`src/rtl/alarm_pkg.sv`:
```
// State encoding and helpers shared by the alarm sequencer and its bench-visible debug port.
package alarm_pkg;

    localparam int STATE_W = 3;

    localparam logic [STATE_W-1:0] DISARMED    = 3'd0;
    localparam logic [STATE_W-1:0] EXIT_DELAY  = 3'd1;
    localparam logic [STATE_W-1:0] ARMED       = 3'd2;
    localparam logic [STATE_W-1:0] ENTRY_DELAY = 3'd3;
    localparam logic [STATE_W-1:0] ALARM       = 3'd4;
    localparam logic [STATE_W-1:0] HOLD        = 3'd5;

    typedef enum logic [STATE_W-1:0] {
        ST_DISARMED    = DISARMED,
        ST_EXIT_DELAY  = EXIT_DELAY,
        ST_ARMED       = ARMED,
        ST_ENTRY_DELAY = ENTRY_DELAY,
        ST_ALARM       = ALARM,
        ST_HOLD        = HOLD
    } state_e;

    // States that run the shared delay counter
    function automatic logic is_timed(input state_e st);
        return (st == ST_EXIT_DELAY) || (st == ST_ENTRY_DELAY) || (st == ST_ALARM);
    endfunction

endpackage

```
`src/rtl/alarm_timer.sv`:
```
// Loadable down-counter with zero flag; load wins over enable, saturates at zero.
// Latency: count changes the cycle after load/en; done is decoded from the register.
module alarm_timer #(
    parameter int CNT_W = 8
) (
    input  logic             clk,
    input  logic             reset,
    input  logic             load,
    input  logic [CNT_W-1:0] load_val,
    input  logic             en,
    output logic [CNT_W-1:0] count,
    output logic             done
);

    logic [CNT_W-1:0] count_q;
    logic [CNT_W-1:0] count_d;

    always_comb begin
        count_d = count_q;
        if (load) begin
            count_d = load_val;
        end else if (en && (count_q != '0)) begin
            count_d = count_q - 1'b1;
        end
    end

    always_ff @(posedge clk or posedge reset) begin
        if (reset) begin
            count_q <= '0;
        end else begin
            count_q <= count_d;
        end
    end

    assign count = count_q;
    assign done  = (count_q == '0);

endmodule

```
`src/rtl/alarm_sequencer.sv`:
```
// Arm/disarm sequencer: exit delay, armed, entry delay, siren, latched hold.
// Latency: all outputs registered, one cycle after the qualifying input; no backpressure.
module alarm_sequencer
    import alarm_pkg::*;
#(
    parameter int EXIT_DLY  = 8,
    parameter int ENTRY_DLY = 8,
    parameter int SIREN_LEN = 16,
    parameter int CNT_W     = 8
) (
    input  logic               clk,
    input  logic               reset,
    input  logic               arm,
    input  logic               stay,
    input  logic               disarm,
    input  logic [1:0]         doors,
    input  logic [2:0]         windows,
    output logic               secure,
    output logic               alarm,
    output logic               siren,
    output logic               chime,
    output logic [STATE_W-1:0] state_o
);

    localparam logic [CNT_W-1:0] EXIT_LD  = CNT_W'(EXIT_DLY - 1);
    localparam logic [CNT_W-1:0] ENTRY_LD = CNT_W'(ENTRY_DLY - 1);
    localparam logic [CNT_W-1:0] SIREN_LD = CNT_W'(SIREN_LEN - 1);

    state_e state_q, state_d;
    logic   mode_q, mode_d;
    logic   secure_q, secure_d;
    logic   alarm_q, alarm_d;
    logic   siren_q, siren_d;
    logic   chime_q, chime_d;

    logic             win_trip;
    logic             door_trip;
    logic             tmr_load;
    logic [CNT_W-1:0] tmr_load_val;
    logic             tmr_en;
    logic [CNT_W-1:0] tmr_count;
    logic             tmr_done;

    assign win_trip  = |windows;
    assign door_trip = |doors;

    always_comb begin
        state_d = state_q;
        mode_d  = mode_q;
        case (state_q)
            ST_DISARMED: begin
                if (arm && !disarm) begin
                    state_d = ST_EXIT_DELAY;
                    mode_d  = stay;
                end
            end
            ST_EXIT_DELAY: begin
                // Doors deliberately ignored so the occupant can walk out
                if (disarm)        state_d = ST_DISARMED;
                else if (win_trip) state_d = ST_ALARM;
                else if (tmr_done) state_d = ST_ARMED;
            end
            ST_ARMED: begin
                if (disarm)         state_d = ST_DISARMED;
                else if (win_trip)  state_d = ST_ALARM;
                else if (door_trip) state_d = mode_q ? ST_ALARM : ST_ENTRY_DELAY;
            end
            ST_ENTRY_DELAY: begin
                if (disarm)        state_d = ST_DISARMED;
                else if (win_trip) state_d = ST_ALARM;
                else if (tmr_done) state_d = ST_ALARM;
            end
            ST_ALARM: begin
                if (disarm)        state_d = ST_DISARMED;
                else if (tmr_done) state_d = ST_HOLD;
            end
            ST_HOLD: begin
                if (disarm) state_d = ST_DISARMED;
            end
            default: state_d = ST_DISARMED;
        endcase
    end

    // Any state change reloads the counter: the delay for a timed target, zero otherwise
    always_comb begin
        tmr_load     = (state_d != state_q);
        tmr_load_val = '0;
        case (state_d)
            ST_EXIT_DELAY:  tmr_load_val = EXIT_LD;
            ST_ENTRY_DELAY: tmr_load_val = ENTRY_LD;
            ST_ALARM:       tmr_load_val = SIREN_LD;
            default:        tmr_load_val = '0;
        endcase
        tmr_en = !tmr_load && is_timed(state_q);
    end

    always_comb begin
        secure_d = (state_d == ST_ARMED);
        alarm_d  = (state_d == ST_ALARM) || (state_d == ST_HOLD);
        siren_d  = (state_d == ST_ALARM);
        chime_d  = (state_d == ST_EXIT_DELAY) || (state_d == ST_ENTRY_DELAY);
    end

    always_ff @(posedge clk or posedge reset) begin
        if (reset) begin
            state_q  <= ST_DISARMED;
            mode_q   <= 1'b0;
            secure_q <= 1'b0;
            alarm_q  <= 1'b0;
            siren_q  <= 1'b0;
            chime_q  <= 1'b0;
        end else begin
            state_q  <= state_d;
            mode_q   <= mode_d;
            secure_q <= secure_d;
            alarm_q  <= alarm_d;
            siren_q  <= siren_d;
            chime_q  <= chime_d;
        end
    end

    alarm_timer #(
        .CNT_W(CNT_W)
    ) u_timer (
        .clk      (clk),
        .reset    (reset),
        .load     (tmr_load),
        .load_val (tmr_load_val),
        .en       (tmr_en),
        .count    (tmr_count),
        .done     (tmr_done)
    );

    assign secure  = secure_q;
    assign alarm   = alarm_q;
    assign siren   = siren_q;
    assign chime   = chime_q;
    assign state_o = state_q;

endmodule

```
`config.mk`:
```
export PLATFORM = sky130hd
export DESIGN_NAME = alarm_sequencer
export DESIGN_NICKNAME = d
export VERILOG_FILES = /design/src/rtl/alarm_pkg.sv /design/src/rtl/alarm_timer.sv /design/src/rtl/alarm_sequencer.sv
export SDC_FILE = /design/constraint.sdc
export NUM_CORES = 1
export LEC_CHECK = 0
export BUFFER_PORTS_ARGS = -buffer_cell sky130_fd_sc_hd__buf_2
export CORE_ASPECT_RATIO = 1.2
export CORE_MARGIN = 2
export CORE_UTILIZATION = 50
export DETAILED_ROUTE_END_ITERATION = 6
export GPL_TIMING_DRIVEN = 0
export MAX_ROUTING_LAYER = met4
export PLACE_DENSITY_LB_ADDON = 0.1
export SLEW_MARGIN = 25
export SYNTH_ARGS = -nofsm -noshare
export SYNTH_HDL_FRONTEND = slang
export SYNTH_SLANG_ARGS = --single-unit
```
`constraint.sdc`:
```
create_clock -name clk -period 3.05 [get_ports clk]
set_input_delay 0.4575 -clock clk [delete_from_list [all_inputs] [get_ports clk]]
set_output_delay 0.4575 -clock clk [all_outputs]
set_load 0.03 [all_outputs]
```
Yosys cells after proc, flatten, opt, wreduce, memory -nomap -nowiden
Cells that the tools add are included.
{"block": "totals", "register_bits": 16, "elab_cells": 54, "in_bits": 10}
{"block": "op_classes", "n_addsub": 1, "n_reduce_logical": 17, "mux": 18, "n_eq_ne": 11}
{"op": "$mux W3", "count": 14}
{"op": "$pmux W3 S6", "count": 1}
{"op": "$mux W8", "count": 2}
{"op": "$eq A3 B2 Y1 const B", "count": 4}
{"op": "$eq A3 B3 Y1 const B", "count": 4}
{"op": "$logic_not A8 Y1", "count": 1}
{"op": "$pmux W4 S2", "count": 1}
{"op": "$reduce_bool A8 Y1", "count": 1}
{"op": "$sub A8 B1 Y8 const B", "count": 1}
{"op": "$eq A3 B1 Y1 const B", "count": 2}
{"op": "$logic_or A1 B1 Y1", "count": 4}
{"op": "$reduce_or A2 Y1", "count": 2}
{"op": "$logic_and A1 B1 Y1", "count": 3}
{"op": "$logic_not A3 Y1", "count": 1}
{"op": "$ne A3 B3 Y1", "count": 1}
{"op": "$reduce_or A3 Y1", "count": 1}
{"op": "$logic_not A1 Y1", "count": 2}
{"op": "$reduce_and A2 Y1", "count": 1}
{"op": "$reduce_bool A2 Y1", "count": 1}

Depth between registers and ports, before layout
Gate-level depths: netlist (run 1).
{"block": "depth", "word_depth": 11, "mapped_depth": 7, "mapped_depth_nobuf": 7}

Hierarchy
From an unflattened synthesis (run 1), not the netlist that was laid out.
{"block": "unflattened", "hier_cells": 112, "area_unflattened_um2": 1004.7}
{"mod": "alarm_sequencer", "area_each_um2": 509.2, "cells_each": 59, "instances": 1, "seq_area_each_um2": 200.2}
{"mod": "alarm_timer", "area_each_um2": 495.5, "cells_each": 53, "instances": 1, "seq_area_each_um2": 200.2}

Worst setup path before layout (run 1)
OpenSTA, ideal clock, no wires.
{"block": "synth_timing", "path_kind": "reg-to-reg", "start": "reg state_q[1], in the netlist state_o[1]", "end": "reg u_timer.count_q[4], in the netlist u_timer.count[4]", "path_stages_with_launch": 7, "setup_ns": 0.133, "t_arrival_ns": 1.886, "setup_slack_ns": 1.031, "path_cell_list": "dfrtp_1 > buf_2 > or3b_1 > a221o_1 > or3_1 > xor2_1 > nor2_1"}
{"block": "synth_via", "elab_chain_cells": 9}
{"element": "from (decl)", "line": "alarm_sequencer.sv:29", "text": "state_e state_q, state_d;"}
{"element": "from (signal assigned)", "line": "alarm_sequencer.sv:113", "text": "state_q <= state_d;"}
{"element": "$mux W3, on equally long branches", "line": "alarm_sequencer.sv:71, alarm_sequencer.sv:61, alarm_sequencer.sv:66"}
{"element": "$mux W3, on equally long branches", "line": "alarm_sequencer.sv:70, alarm_sequencer.sv:60, alarm_sequencer.sv:65"}
{"element": "$mux W3, on equally long branches", "line": "alarm_sequencer.sv:69, alarm_sequencer.sv:59, alarm_sequencer.sv:64"}
{"element": "$pmux W3 S6", "line": "alarm_sequencer.sv:50", "text": "case (state_q)"}
{"element": "$ne A3 B3 Y1", "line": "alarm_sequencer.sv:86", "text": "tmr_load = (state_d != state_q);"}
{"element": "$logic_not A1 Y1", "line": "alarm_sequencer.sv:94", "text": "tmr_en = !tmr_load && is_timed(state_q);"}
{"element": "$logic_and A1 B1 Y1", "line": "alarm_sequencer.sv:94"}
{"element": "$logic_and A1 B1 Y1", "line": "alarm_timer.sv:22", "text": "end else if (en && (count_q != '0)) begin"}
{"element": "$reduce_bool A2 Y1 (no source line)"}
{"element": "to (signal assigned)", "line": "alarm_timer.sv:31", "text": "count_q <= count_d;"}
{"element": "to (decl)", "line": "alarm_timer.sv:15", "text": "logic [CNT_W-1:0] count_q;"}
Several ways; a longest one is shown, not always the timed one.
A chain may end at the register's enable or synchronous reset.

Worst setup path in the final report (run 1)
{"block": "layout_timing", "start": "reg u_timer.count_q[0], in the netlist u_timer.count[0]", "end": "reg u_timer.count_q[3], in the netlist u_timer.count[3]"}
{"block": "layout_via", "elab_chain_cells": 10}
{"element": "parallel branches: the longest is 10 deep, another holds $logic_not A8 Y1"}
Several ways; the timed one is not identified. The select of a mux whose other input is x is not followed.

==> impl_metrics.json, run 1 <==
{
  "initial_core_util_pct": 51.8,
  "viasPerCell": 6.06,
  "synth_warnings": 0,
  "coreArea_mm2": 0.00200,
  "worst-r2r-setup-slack_ns": 0.77,
  "final_cell_mix": "buf_2 (18), dfrtp_1 (16), nor2_1 (14), nand3_1 (6), inv_1 (6)",
  "io_buffers": 16,
  "drt_iter0_drc": 19,
  "tritoncts": "built",
  "fmax_mhz": 439,
  "worst_pin_slew_ns": 0.630,
  "swShare_pct": 43.8,
  "cp-end-kind": "flip-flop",
  "clk_pin_slew_ns": 0.10,
  "post_cts_buffers": 0,
  "grt_pass1_vias": 848,
  "grt_pass1_wl_mm": 3.68,
  "clock_sink_count": 16,
  "drive_above_1_share_pct": 28.1,
  "async_reset_ff_share_pct": 100,
  "ys_top_cells_by_area": "dfrtp_1 (39%), nor2_1 (5.1%), xor2_1 (3.4%), nand3_1 (2.9%), o31ai_1 (2.9%)",
  "run_status": "finished clean",
  "post-synth-top-area-fraction_pct": 38.6,
  "combPwrFrac_pct": 53.0,
  "critPathKind": "reg -> reg",
  "ys_seq_area_share_pct": 38.6,
  "post_cts_resized": 0,
  "cts.root.buffer_cell": "clkbuf_4",
  "power_switching_mw": 0.453,
  "die_area_mm2": 0.00246,
  "vdd_ir_drop_max_uv": 517,
  "syn_to_final_growth_pct": 13.6,
  "syn_avg_cell_area_um2": 9.62,
  "power_density_mw_per_mm2": 875,
  "grt_max_degree": 17,
  "cts_made_buffers": 3,
  "drv_slew": 0,
  "cts-hold-fix-buffers": 0,
  "htreeDepth": 1,
  "final_common_cell": "buf_2",
  "hold_class": "in -> async",
  "pwr-share-clk_pct": 13.9,
  "layout_min_cycle_time_ns": 2.28,
  "rows": 18,
  "drc_errors": 0,
  "whs_ns": 0.221,
  "pre_cts_ws_ns": 0.765,
  "wl_per_cell_um": 15.1,
  "r2r_start": "u_timer.count[0]$_DFFE_PP0P_",
  "antenna_found_initial": 0,
  "io_pins": 17,
  "clk_path_buf_depth": 2,
  "ys.flop_type": "dfrtp_1",
  "cp-start-kind": "flip-flop",
  "intPower_mw": 0.580,
  "detail-route-antenna-nets": 0,
  "dp_hpwl_mm": 1.71,
  "path_max_fanout": 5,
  "setup_violations": 0,
  "regArea_um2": 400,
  "fin_ws_ns": 0.772,
  "seq_power_share_pct": 33.2,
  "cellLeakagePower_nw": 0.539,
  "nFillCells": 176,
  "n_antenna_cell": 0,
  "dr_total_vias": 897,
  "setup_tns_ns": 0,
  "drt-total-wl_mm": 2.23,
  "worst-r2r-cell-count": 7,
  "final_nets": 141,
  "grtUsageTotal_pct": 22.1,
  "yosysTopAreaCell": "dfrtp_1",
  "timing.rr.end": "u_timer.count[3]$_DFFE_PP0P_",
  "synth_cell_type_count": 47,
  "skew_ns": 0.0125,
  "slew_headroom_pct": 58.0,
  "gp_congestion": 0.867,
  "ys_ff_latch": 16,
  "first_pass_iters": 4,
  "syn_nets": 120,
  "dieWidth_um": 45.6,
  "insertion_delay_ns": 0.30,
  "worstPathRequired_ns": 3.22,
  "post-route-period-util_pct": 74.7,
  "rsz0062_at_grt": "no",
  "netlist_instances": 108,
  "multi_input_area_um2": 602,
  "cp.arrival_ns": 2.45,
  "netlist_area_mm2": 0.00104,
  "finalHoldViolCount": 0,
  "cap_violations": 0,
  "grt_overflow_total": 0,
  "synth_edf_count": 0,
  "die_h_um": 53.9
}
==> per-stage QoR <==
step | util (%) | cell area [µm²] | power [mW] | std cells
3_5_place_dp | 57.1 | 1140 | 0.894 | 144
2_1_floorplan | - | 1040 | 0.775 | 108
4_1_cts | 58.9 | 1180 | 1.04 | 148
3_3_place_gp | 57.1 | 1140 | 0.877 | 144
6_report | 58.9 | 1180 | 1.03 | 148
5_1_grt | 58.9 | 1180 | 1.12 | 148
==> power groups by stage <==
stage                     clock network [mW]  logic (mW)  registers (mW)
after global placement                     0       0.533           0.344
after CTS                              0.148       0.549           0.343
after floorplan                            0       0.410           0.364
after global routing                   0.155       0.613           0.350
final                                  0.143       0.547           0.343
after detailed placement                   0       0.546           0.348
==> logic make-up after synthesis <==
kind of cell | after synthesis | share of synthesized area (%)
AOI/OAI and AO/OA | 27 | 21.8
xor gates and xnor gates | 6 | 5.06
adders and majority gates | 2 | 2.41
buffers and inverters | 9 | 3.49
DFF | 16 | 38.6
muxes | 3 | 3.01
and+or+nand+nor | 45 | 25.7
==> Yosys cell counts, drive strengths merged (3+ instances only) <==
cell	instances
dfrtp	16
nor2	14
inv	6
nand3	6
o31ai	5
o211ai	4
xor2	4
and2	3
nand2	3
nor2b	3
nor3	3
o2111ai	3
or3b	3
==> per-layer routing <==
| metal | vias to the layer above | global-route usage [%] | routed length [µm] |
|---|---|---|---|
| li1 | 444 | - | - |
| met1 | 427 | 26.1 | 973 |
| met2 | 21 | 36.6 | 1160 |
| met3 | 5 | 4.03 | 64 |
| met4 | 0 | 8.82 | 34 |
| met5 | - | - | 0 |
==> worst max-delay path: stages, from the launching register on <==
cell and delay, ns:
dfrtp_1 0.39, inv_1 0.11, ha_1 0.18, nor3b_1 0.41
nand4_1 0.18, and4b_1 0.30, o211ai_1 0.44, o31ai_1 0.15
==> how the worst max path moves through the flow <==
stage / start / to / slack, ns / depth (start not counted)
after detailed placement: u_timer.count[0]$_DFFE_PP0P_ / u_timer.count[3]$_DFFE_PP0P_ / 0.76 / 7
after CTS: u_timer.count[0]$_DFFE_PP0P_ / u_timer.count[3]$_DFFE_PP0P_ / 0.76 / 7
final: u_timer.count[0]$_DFFE_PP0P_ / u_timer.count[3]$_DFFE_PP0P_ / 0.77 / 7
after global routing: u_timer.count[0]$_DFFE_PP0P_ / u_timer.count[3]$_DFFE_PP0P_ / 0.59 / 7
after floorplan: state_o[1]$_DFF_PP0_ / u_timer.count[4]$_DFFE_PP0P_ / 1.03 / 6
after global placement: u_timer.count[0]$_DFFE_PP0P_ / u_timer.count[3]$_DFFE_PP0P_ / 0.84 / 7
==> sequential cells by signal, summed over array words and instances, names as in the netlist <==
signal	count
secure	1
mode_q	1
u_timer.count	8
alarm	1
state_o	3
chime	1
siren	1
==> final cells by class <==
class / count / area share, %
Buffer: 3 / 1.17
Clock buffer: 4 / 3.08
Inverter: 6 / 1.91
Multi-Input combinational cell: 83 / 51.0
Sequential cell: 16 / 33.9
Tap cell: 20 / 2.12
Timing Repair Buffer: 16 / 6.79
(Power assumes the default switching activity.)
==> inputs of run 2 (changes only) <==
clock period = 2.3 ns   (was 3.05 ns; I/O delays follow)
==> impl_metrics.json, run 2 (synthesis results as in run 1) <==
{
  "run_status": "finished clean",
  "multi_input_area_um2": 631,
  "io_pins": 17,
  "cp.arrival_ns": 2.32,
  "seq_power_share_pct": 32.1,
  "nFillCells": 167,
  "intPower_mw": 0.797,
  "coreArea_mm2": 0.00200,
  "largest_reg_flops": 8,
  "final_common_cell": "buf_2",
  "initial_core_util_pct": 51.8,
  "tritoncts": "built",
  "gp_congestion": 0.867,
  "final_cell_mix": "buf_2 (18), dfrtp_1 (16), nor2_1 (14), inv_1 (6), nand3_1 (5)",
  "dr_total_vias": 915,
  "setup_tns_ns": 0,
  "grt_max_degree": 17,
  "post-route-period-util_pct": 92.6,
  "power_mw": 1.43,
  "drt_iter0_drc": 21,
  "critPathKind": "reg -> reg",
  "htreeDepth": 1,
  "power_switching_mw": 0.632,
  "first_pass_iters": 4,
  "cap_violations": 0,
  "detail-route-antenna-nets": 0,
  "final_nets": 142,
  "antenna_found_initial": 0,
  "grt_pass1_wl_mm": 3.68,
  "drive_above_1_share_pct": 31.0,
  "worst_pin_slew_ns": 0.629,
  "dp_cells": 144,
  "rsz0062_at_grt": "no",
  "cts.root.buffer_cell": "clkbuf_4",
  "clk_pin_slew_ns": 0.10,
  "stdcell_count": 149,
  "cellLeakagePower_nw": 0.550,
  "dieWidth_um": 45.6,
  "clk_path_buf_depth": 2,
  "vdd_ir_drop_max_uv": 692,
  "grt_overflow_total": 0,
  "worstPathRequired_ns": 2.49,
  "die_area_mm2": 0.00246,
  "rows": 18,
  "pwr-share-clk_pct": 13.4,
  "grtUsageTotal_pct": 22.1,
  "dp_hpwl_mm": 1.71,
  "layout_min_cycle_time_ns": 2.13,
  "finalHoldViolCount": 0,
  "syn_to_final_growth_pct": 17.1,
  "insertion_delay_ns": 0.30,
  "power_density_mw_per_mm2": 1170,
  "cp-end-kind": "flip-flop",
  "hold_class": "in -> async",
  "swShare_pct": 44.2,
  "fmax_mhz": 470,
  "grt_pass1_vias": 848,
  "placed_cell_area_mm2": 0.00114,
  "finalInstanceArea_mm2": 0.00122,
  "cp-start-kind": "flip-flop",
  "regArea_um2": 400,
  "setup_violations": 0,
  "viasPerCell": 6.14,
  "drt-total-wl_mm": 2.27,
  "drc_errors": 0,
  "combPwrFrac_pct": 54.5,
  "path_max_fanout": 10,
  "die_h_um": 53.9,
  "wl_per_cell_um": 15.2,
  "skew_ns": 0.0136,
  "cts-hold-fix-buffers": 0,
  "clock_sink_count": 16,
  "final_core_util_pct": 60.7,
  "worst-r2r-cell-count": 6,
  "drv_slew": 0,
  "io_buffers": 16,
  "slew_headroom_pct": 58.0,
  "n_antenna_cell": 0,
  "cts_made_buffers": 3
}
run 2: layout make-up:
type                       instances  area share (%)
tap                               20            2.06
sequential                        16            32.9
clock buffer                       4            2.98
buffer                             3            1.13
inverter                           6            1.85
multi-input combinational         83            51.9
timing repair buffer              17            7.20
run 2: critical path, cell delays in order, from the launching register on:
cell	delay, ns
dfrtp_1	0.39
clkbuf_1	0.21
or3b_2	0.48
o22ai_1	0.30
a22o_2	0.27
nor3_1	0.09
o31ai_1	0.28
run 2: final timing paths:
check | startpoint | end | slack, ns
setup / recovery | state_o[2]$_DFF_PP0_ | u_timer.count[2]$_DFFE_PP0P_ | 0.17
hold / removal | reset | u_timer.count[5]$_DFFE_PP0P_ | 0.11
setup reg to reg | state_o[2]$_DFF_PP0_ | u_timer.count[2]$_DFFE_PP0P_ | 0.17
hold reg to reg | mode_q$_DFFE_PP0P_ | mode_q$_DFFE_PP0P_ | 0.54
max in group asynchronous | reset | u_timer.count[4]$_DFFE_PP0P_ | 1.78
min in group clk | stay | mode_q$_DFFE_PP0P_ | 0.27
run 2: stage by stage:
step / hold slack, ns / setup WS (ns)
floorplan: 0.259 / 0.281
global placement: 0.442 / 0.0853
detailed placement: 0.460 / 0.0145
CTS: 0.130 / 0.00588
global route: 0.157 / 0.0505
finish: 0.107 / 0.171
run 2: what timing repair did:
action	in CTS	in global routing
setup buffers	0	1
resized for setup	0	6
endpoints found under the hold margin	0	0
endpoints found under the setup margin	0	8
run 2: per-layer routing:
| metal | vias up | routed length, µm | GRT usage (%) |
|---|---|---|---|
| li1 | 446 | - | - |
| met3 | 7 | 56 | 4.03 |
| met4 | 0 | 50 | 8.82 |
| met1 | 443 | 978 | 26.1 |
| met2 | 19 | 1190 | 36.6 |
| met5 | - | 0 | - |
run 2: power groups by stage:
stage / combinational, mW / clock [mW] / sequential (mW)
floorplan: 0.544 / 0 / 0.483
global placement: 0.707 / 0 / 0.456
detailed placement: 0.724 / 0 / 0.461
CTS: 0.729 / 0.196 / 0.455
global route: 0.866 / 0.205 / 0.470
finish: 0.778 / 0.192 / 0.459
==> inputs of run 3 (changes only) <==
ABC_AREA = 1   (was unset)
CTS_BUF_LIST = sky130_fd_sc_hd__clkbuf_8 sky130_fd_sc_hd__clkbuf_16   (was unset)
==> impl_metrics.json, run 3 <==
{
  "cp_cell_sequence": "inv_2 -> nand3_1 -> nor2_1 -> nand3_2 -> nand2_2 -> nand2_2 -> nand3_2 -> nand2_4 -> nor2_8 -> nand2_4 -> nand2_4 -> nand2_1 -> nand2_1 -> nand2_1",
  "syn_to_final_growth_pct": 14.9,
  "use_met2_pct": 36.0,
  "grt_pass1_wl_mm": 3.95,
  "drt-total-wl_mm": 2.30,
  "critPathKind": "reg -> reg",
  "fin_ws_ns": 0.302,
  "run_status": "finished clean",
  "viasPerCell": 5.00,
  "syn_avg_cell_area_um2": 7.63,
  "pwr-share-clk_pct": 17.1,
  "cp-end-kind": "flip-flop",
  "worstPathRequired_ns": 2.45,
  "synth.most_common_cell": "nand2_1",
  "intPower_mw": 0.792,
  "cts.root.buffer_cell": "clkbuf_8",
  "critical_path.endpoint": "u_timer.count[1]$_DFFE_PP0P_",
  "ys_seq_area_share_pct": 34.3,
  "max_stage_delay_ns": 0.48,
  "syn_nets": 165,
  "met1_usage_pct": 23.1,
  "slew_headroom_pct": 59.1,
  "dieWidth_um": 48.1,
  "grtUsageMet3_pct": 2.85,
  "pre_cts_ws_ns": 0.306,
  "setup_tns_ns": 0,
  "die_area_mm2": 0.00274,
  "ys_top_cells_by_area": "dfrtp_1 (34%), nand2_1 (12%), inv_1 (6.4%), nand3_1 (6.0%), nand2_4 (5.8%)",
  "dr_total_vias": 1019,
  "netlist_instances": 153,
  "drv_slew": 0,
  "clk_path_buf_depth": 2,
  "detail-route-antenna-nets": 0,
  "cap_violations": 0,
  "io_pins": 17,
  "ys.flop_type": "dfrtp_1",
  "vdd_ir_drop_max_uv": 532,
  "power_mw": 1.46,
  "drt_iter0_drc": 26,
  "layout_min_cycle_time_ns": 2.00,
  "setup_violations": 0,
  "die_h_um": 56.9,
  "worst_pin_slew_ns": 0.613,
  "grtUsageTotal_pct": 20.9,
  "cts_made_buffers": 3,
  "cp_slowest_cell": "dfrtp_1",
  "power_switching_mw": 0.672,
  "cts-hold-fix-buffers": 0,
  "post_cts_resized": 0,
  "top_usage_layer": "met2",
  "yosysTopAreaCell": "dfrtp_1",
  "grt_overflow_total": 0,
  "coreArea_mm2": 0.00226,
  "async_reset_ff_share_pct": 100,
  "setup.worst_path.start": "state_o[2]$_DFF_PP0_",
  "post-route-period-util_pct": 86.9,
  "final_cell_mix": "nand2_1 (37), inv_1 (20), buf_2 (17), dfrtp_1 (16), nand3_1 (14)",
  "r2r_start": "state_o[2]$_DFF_PP0_",
  "dp_hpwl_mm": 1.84,
  "worst-r2r-cell-count": 14,
  "io_buffers": 16,
  "cp-start-kind": "flip-flop",
  "path_max_fanout": 8,
  "clk_pin_slew_ns": 0.07,
  "first_pass_iters": 4,
  "ys_ff_latch": 16,
  "wl_per_cell_um": 11.3,
  "synth_cell_type_count": 25,
  "clock_sink_count": 16,
  "gp_congestion": 0.834,
  "n_antenna_cell": 0,
  "netlist_area_mm2": 0.00117,
  "cp.arrival_ns": 2.14,
  "grt_max_degree": 17,
  "final_common_cell": "nand2_1",
  "hold_class": "in -> async",
  "htreeDepth": 1,
  "combPwrFrac_pct": 53.9,
  "cellLeakagePower_nw": 0.773,
  "synth_edf_count": 0,
  "power_density_mw_per_mm2": 1090,
  "timing.rr.end": "u_timer.count[1]$_DFFE_PP0P_",
  "skew_ns": 0.00796,
  "worst-r2r-setup-slack_ns": 0.30,
  "fmax_mhz": 500,
  "antenna_found_initial": 0,
  "tritoncts": "built",
  "rsz0062_at_grt": "no",
  "swShare_pct": 45.9,
  "seq_power_share_pct": 29.0,
  "rows": 19,
  "grt_pass1_vias": 949,
  "drive_above_1_share_pct": 31.2,
  "final_core_util_pct": 59.4,
  "largest_reg_flops": 8,
  "nFillCells": 219,
  "final_nets": 186,
  "initial_core_util_pct": 51.7,
  "synth_common_cells": "nand2_1 (37), inv_1 (20), dfrtp_1 (16)",
  "finalHoldViolCount": 0,
  "post_cts_buffers": 0,
  "drc_errors": 0,
  "multi_input_area_um2": 653,
  "regArea_um2": 400,
  "insertion_delay_ns": 0.25,
  "synth_warnings": 0,
  "post-synth-top-area-fraction_pct": 34.3
}
-- run 3: cell count changes after synthesis, sizes merged, moves of 3 or more --
cell and delta:
o31ai -5, and2 -3, nor2b -3, nand2 +49
nand3 +11, o2111ai -3, or3b -3, inv +20
a21oi +3, nor2 +4, o211ai -4
-- run 3: worst min path at each step --
stage                                   endpoint  slack (ns)  depth (start not counted)
detailed placement               alarm$_DFF_PP0_        0.47                          2
CTS                 u_timer.count[7]$_DFFE_PP0P_        0.18                          2
global placement                 alarm$_DFF_PP0_        0.44                          2
floorplan                        alarm$_DFF_PP0_        0.26                          1
global route        u_timer.count[7]$_DFFE_PP0P_        0.23                          2
finish              u_timer.count[7]$_DFFE_PP0P_        0.16                          2
-- run 3: kinds of logic (layout without fill, tap and decap cells) --
family | count (synthesis) | in the layout | share of synthesized area, %
muxes | 1 | 1 | 0.965
and+or+nand+nor | 92 | 92 | 43.6
DFF | 16 | 16 | 34.3
adders and majority gates | 2 | 2 | 2.14
AOI/OAI and AO/OA | 7 | 7 | 3.97
xor gates and xnor gates | 7 | 7 | 5.25
buffers and inverters | 28 | 48 | 9.75
-- run 3: worst max-delay path, delay by kind of cell (launching register included) --
kind / cells / cell delay, ns
buffers and inverters: 1 / 0.18
flip-flops: 1 / 0.48
AND/OR/NAND/NOR: 13 / 1.23
-- run 3: per-stage QoR --
step	instances	instance area, µm²	hold slack, ns
2_1_floorplan	153	1170	0.259
3_3_place_gp	200	1290	0.436
3_5_place_dp	200	1290	0.467
4_1_cts	204	1340	0.182
5_1_grt	204	1340	0.226
6_report	204	1340	0.156
-- run 3: layer usage --
layer	wire (µm)	vias to the layer above	share of wire (%)
met5	0	-	0
met4	48	0	2.1
met3	71	5	3.1
met2	1270	21	55
met1	912	479	40
li1	-	514	-
-- run 3: final cells by class --
type	count	area share, %
inverter	26	7.28
timing repair buffer	16	5.97
multi-input combinational	109	48.7
tap	31	2.89
buffer	2	1.21
sequential	16	29.9
clock buffer	4	4.10
-- run 3: power by group through the flow --
stage / clock [mW] / sequential, mW / combinational [mW]
finish: 0.250 / 0.425 / 0.788
global route: 0.274 / 0.434 / 0.901
CTS: 0.260 / 0.426 / 0.796
detailed placement: 0 / 0.431 / 0.789
global placement: 0 / 0.426 / 0.771
floorplan: 0 / 0.449 / 0.623
